[src/rtl/cpu_mem_pkg.sv]
// Shared constants and types for the CPU data-memory controller.
package cpu_mem_pkg;

  localparam logic [14:0] RAM_TOP  = 15'h5FFF;
  localparam logic [14:0] SW_ADDR  = 15'h6000;
  localparam logic [14:0] LED_ADDR = 15'h6001;

  typedef enum logic [1:0] {
    IDLE = 2'd0,
    WAIT = 2'd1,
    FILL = 2'd2
  } mem_state_t;

  // True when the address falls inside the RAM window.
  function automatic logic is_ram_addr(input logic [14:0] addr);
    return (addr <= RAM_TOP);
  endfunction

endpackage

[src/rtl/sync2.sv]
// Two-flop synchroniser for asynchronous inputs, cleared on reset.
module sync2 #(
  parameter int WIDTH = 1
) (
  input  logic             clk_i,
  input  logic             rst_ni,
  input  logic [WIDTH-1:0] d_i,
  output logic [WIDTH-1:0] q_o
);

  logic [WIDTH-1:0] meta_q;
  logic [WIDTH-1:0] sync_q;

  // Resample the async input twice so metastability settles before use.
  always_ff @(posedge clk_i or negedge rst_ni) begin
    if (!rst_ni) begin
      meta_q <= '0;
      sync_q <= '0;
    end else begin
      meta_q <= d_i;
      sync_q <= meta_q;
    end
  end

  assign q_o = sync_q;

endmodule

[src/rtl/mem_ctrl.sv]
// CPU data-memory controller: one-word read hold register in front of a
// synchronous RAM with configurable read latency, plus SW/LED MMIO.
module mem_ctrl
  import cpu_mem_pkg::*;
#(
  parameter int RD_LAT = 1
) (
  input  logic        clk,
  input  logic        resetN,
  input  logic [14:0] data_addr,
  input  logic        read_m,
  input  logic        write_m,
  input  logic [15:0] out_m,
  output logic [15:0] in_m,
  output logic        stall,
  input  logic [3:0]  SW,
  output logic [15:0] led,
  output logic [14:0] ram_addr,
  output logic [15:0] ram_wdata,
  output logic        ram_we,
  output logic        ram_re,
  input  logic [15:0] ram_rdata
);

  // Counter starts at RD_LAT-1; WAIT runs RD_LAT-1 cycles so FILL lands
  // exactly on the cycle the RAM presents the data.
  localparam logic [1:0] CNT_INIT = 2'(RD_LAT - 1);

  mem_state_t  state_q;
  logic        hold_valid_q;
  logic [14:0] hold_tag_q;
  logic [15:0] hold_data_q;
  logic [1:0]  cnt_q;
  logic [14:0] req_addr_q;
  logic [15:0] led_q;
  logic [3:0]  sw_sync_s;

  logic        is_ram_s;
  logic        hit_s;
  logic        stall_s;
  logic        wr_ok_s;

  sync2 #(.WIDTH(4)) u_sw_sync (
    .clk_i  (clk),
    .rst_ni (resetN),
    .d_i    (SW),
    .q_o    (sw_sync_s)
  );

  assign is_ram_s = is_ram_addr(data_addr);
  assign hit_s    = read_m && is_ram_s && hold_valid_q && (hold_tag_q == data_addr);
  assign stall_s  = read_m && is_ram_s && !hit_s;
  assign stall    = stall_s;

  // A miss issues its read only from IDLE; writes are accepted only in IDLE
  // and never alongside a read, so the RAM port is never double-booked.
  assign ram_re    = resetN && (state_q == IDLE) && stall_s;
  assign wr_ok_s   = resetN && write_m && (state_q == IDLE) && !stall_s;
  assign ram_we    = wr_ok_s && is_ram_s;
  assign ram_addr  = (state_q == IDLE) ? data_addr : req_addr_q;
  assign ram_wdata = out_m;
  assign led       = led_q;

  // Read-data mux: hold register, MMIO, or zero (including while stalled).
  always_comb begin
    in_m = 16'h0000;
    if (hit_s) begin
      in_m = hold_data_q;
    end else if (read_m && (data_addr == SW_ADDR)) begin
      in_m = {12'h000, sw_sync_s};
    end else if (read_m && (data_addr == LED_ADDR)) begin
      in_m = led_q;
    end else begin
      in_m = 16'h0000;
    end
  end

  // Miss FSM, hold register, write-through coherence and LED register.
  always_ff @(posedge clk or negedge resetN) begin
    if (!resetN) begin
      state_q      <= IDLE;
      hold_valid_q <= 1'b0;
      hold_tag_q   <= 15'h0000;
      hold_data_q  <= 16'h0000;
      cnt_q        <= 2'd0;
      req_addr_q   <= 15'h0000;
      led_q        <= 16'h0000;
    end else begin
      case (state_q)
        IDLE: begin
          if (stall_s) begin
            req_addr_q <= data_addr;
            cnt_q      <= CNT_INIT;
            state_q    <= (RD_LAT == 1) ? FILL : WAIT;
          end else if (wr_ok_s) begin
            if (is_ram_s && hold_valid_q && (hold_tag_q == data_addr)) begin
              hold_data_q <= out_m;
            end
            if (data_addr == LED_ADDR) begin
              led_q <= out_m;
            end
          end
        end
        WAIT: begin
          cnt_q <= cnt_q - 2'd1;
          if (cnt_q <= 2'd1) begin
            state_q <= FILL;
          end
        end
        FILL: begin
          hold_data_q  <= ram_rdata;
          hold_tag_q   <= req_addr_q;
          hold_valid_q <= 1'b1;
          state_q      <= IDLE;
        end
        default: begin
          state_q <= IDLE;
        end
      endcase
    end
  end

endmodule

[config.mk]
export PLATFORM = sky130hd
export DESIGN_NAME = mem_ctrl
export DESIGN_NICKNAME = d
export VERILOG_FILES = /design/src/rtl/cpu_mem_pkg.sv /design/src/rtl/sync2.sv /design/src/rtl/mem_ctrl.sv
export SDC_FILE = /design/constraint.sdc
export NUM_CORES = 1
export LEC_CHECK = 0
export CAP_MARGIN = 15
export CORE_ASPECT_RATIO = 0.75
export CORE_MARGIN = 2
export CORE_UTILIZATION = 41
export DETAILED_ROUTE_END_ITERATION = 12
export PLACE_DENSITY = 0.73
export SETUP_SLACK_MARGIN = 0.5
export SYNTH_ARGS = -nofsm -noshare
export SYNTH_HDL_FRONTEND = slang
export SYNTH_HIERARCHICAL = 1
export SYNTH_SLANG_ARGS = --single-unit
export TNS_END_PERCENT = 100
[constraint.sdc]
create_clock -name clk -period 2.5 [get_ports clk]
set_clock_uncertainty 0.05 [all_clocks]
set_input_delay 0.5 -clock clk [delete_from_list [all_inputs] [get_ports clk]]
set_output_delay 0.5 -clock clk [all_outputs]
set_load 0.01 [all_outputs]
==> run metrics <==
combinational power share=0.206; sequential area share after synthesis=0.505; Reg2Reg Launch Point=hold_tag_q[9]; Yosys reg bits=between 70 and 80; Placed Area=between 5000 and 6000 sq um; Gate Count Post-Synth=around 320; fin. max-slew vios=0; Setup TNS=-5.81 ns; Post-synth EDFFs=0; DR vias/cell=5.08; largest cells by area after synthesis=dfrtp_1 51%, mux2_2 6.3%, o21ai_0 4.6%; hold wc startpoint=u_sw_sync/meta_q[1]; RSZ-0062 raised after global routing=yes; Worst Setup Path Type=register to primary output; CORE AREA=about 8500 sq um; total internal power=between 2 and 3 mW; Final Util=0.683; Leak=between 2 and 3 nW; fin cells=595; total power=between 3 and 4 mW; CTS tree=built; worst-skew pair later-pin latency=0.34 ns; top cell type's share of synthesized area=0.505; startpoint types=register; grt total ovfl=0; Fin Hold WS=0.301 ns; root buf cell=clkbuf_16; fraction of layout cells with a size suffix above 1=0.405; depth of the most critical reg-to-reg path=8; Pre-antenna DRT Iters=4; Inserted Diodes=0; Synth Cell Area=around 3600 sq um; Crit path required time=1.95 ns; R2R setup slack=approximately 0.10 ns; die footprint=9470 sq um; failing checks=setup timing; synth warn=6; Synth Area per Inst=about 11 sq um; Unique masters post-synth=33; Routed WL per cell=18.3 um; htree depth=3; Yosys top cell by area=dfrtp_1; Slew @ Worst Pin=about 0.91 ns; routability congestion estimate=0.788; hold buffers post-CTS=0; HPWL Detailed=approximately 7.0 mm; clock power share=0.375; outcome=finished with violations; Clock Path Buffers=2; Max transition margin=0.393; count leader, synth=dfrtp_1; count of clock tree sinks=72; Seq pwr share=0.419; Ports=between 100 and 150; Tmin final=approximately 2.9 ns; Tcrit/Tclk final=1.14; Hold Crit Depth=0; Hold EP=u_sw_sync/q_o[1]; largest net degree at the start of global routing=73; switch share=0.259; RR Endpoint=hold_data_q[7]; post-synthesis to final-layout area growth=62.0%; PD cells=~600 nW/um^2; placed insts=around 560; Hold Vio Cnt, Final=0; VDD IR max=approximately 600 uV; fillers=642; fin worst setup slack=-0.357 ns; Max Clk Rate=350 MHz; DRT iter0 DRCs=130; Critical Path End Type=primary output; setup slack after placement=-1.06 ns; Inserted Clock Buffers=9; maxcap violations=0; DRC Markers=0; # port buffers=120; Worst Path Max Fanout=6; Synth top cells by count=72 x dfrtp_1, 33 x o21ai_0, 32 x inv_1; ys async rst share=1.00; Hold WC Path Type=register to register; final setup fails=19; global-route wire length before repair=~17 mm; CTS clk-pin slew, worst paths=roughly 0.05 ns; Arr. time, crit path=between 2 and 2.5 ns; antenna violations before repair=0; Syn Nets=~380; fin nets=roughly 540; vias in the first global route=approximately 3,200; Post-DRT Antenna Nets=0; fin area=5780 sq um; Synth Flop Type=dfrtp_1; Switch Pwr=just under 0.9 mW; effective utilization at floorplan=0.422; gr usage total=0.228; row count=29; chip width=around 110 um; die span in y=84.8 um; WL final=between 10 and 15 mm; Vias=3,021
what timing repair did:
action / in CTS / in global routing
cloned: 3 / 3
setup buffers: 9 / 5
resized for setup: 193 / 66
pin swaps: 24 / 15
setup endpoints to repair: 98 / 80
layer usage:
metal | wire length (um) | global-route usage | share of wire | up-vias
li1 | - | - | - | 1423
met2 | 5170 | 0.363 | 0.47 | 95
met3 | 626 | 0.0722 | 0.057 | 15
met5 | 0 | 0 | 0 | -
met4 | 199 | 0.0774 | 0.018 | 0
met1 | 4920 | 0.297 | 0.45 | 1488
placed cells by master, fill, tap and decap left out, drive strengths merged, types with 13 or more instances in the layout:
master         instances
xnor2                 15
clkbuf                33
mux2                  31
buf                   89
clkdlybuf4s50         54
dfrtp                 72
nor3                  13
nand2                 21
inv                   32
mux2i                 13
o21ai                 33
a21oi                 13
a22o                  16
dlygate4sd2           18
final cells by class:
class | instances | area [sq um] | share of cell area
Sequential cell | 72 | 1810 | 0.312
Clock buffer | 13 | 260 | 0.0450
Inverter | 32 | 120 | 0.0208
Clock inverter | 3 | 40.0 | 0.00693
Timing Repair Buffer | 182 | 1730 | 0.299
Multi-Input combinational cell | 185 | 1690 | 0.292
Tap cell | 108 | 135 | 0.0234
sequential cells by signal, summed over array words and instances (netlist names):
name	cells
hold_data_q	16
led	16
hold_tag_q	15
req_addr_q	15
u_sw_sync/meta_q	4
u_sw_sync/q_o	4
hold_valid_q	1
state_q	1
how the worst max path moves through the flow:
| stage | from | to | slack (ns) | depth (start not counted) |
|---|---|---|---|---|
| after CTS | hold_tag_q[0] | in_m[2] | -0.38 | 9 |
| after floorplan | data_addr[3] | in_m[10] | -0.02 | 6 |
| after global routing | hold_tag_q[0] | in_m[2] | -0.43 | 9 |
| after global placement | data_addr[8] | in_m[2] | -1.08 | 8 |
| final | hold_tag_q[9] | in_m[2] | -0.36 | 9 |
| after detailed placement | data_addr[0] | in_m[7] | -1.06 | 8 |
cell families after synthesis:
kind of cell	Yosys count	share of synthesized area
buffers and inverters	66	0.0996
and+or+nand+nor	57	0.0940
muxes	44	0.145
AOI/OAI and AO/OA	69	0.120
DFF	72	0.505
xor gates and xnor gates	15	0.0368
critical path, cell delays in order (launching register included):
cell and delay (ns):
dfrtp_1 0.41, xnor2_2 0.18, nand4_1 0.11, or4_4 0.59
nor2_4 0.13, buf_6 0.12, buf_16 0.11, buf_6 0.09
a21o_1 0.10, buf_2 0.12
power by group through the flow:
stage | clock network (mW) | registers, mW | logic (mW)
3_5_place_dp | 0 | 1.44 | 0.662
5_1_grt | 1.37 | 1.46 | 0.767
4_1_cts | 1.32 | 1.43 | 0.655
2_1_floorplan | 0 | 1.41 | 0.360
6_report | 1.29 | 1.44 | 0.710
3_3_place_gp | 0 | 1.43 | 0.648
Power figures use the tool's default switching activity.
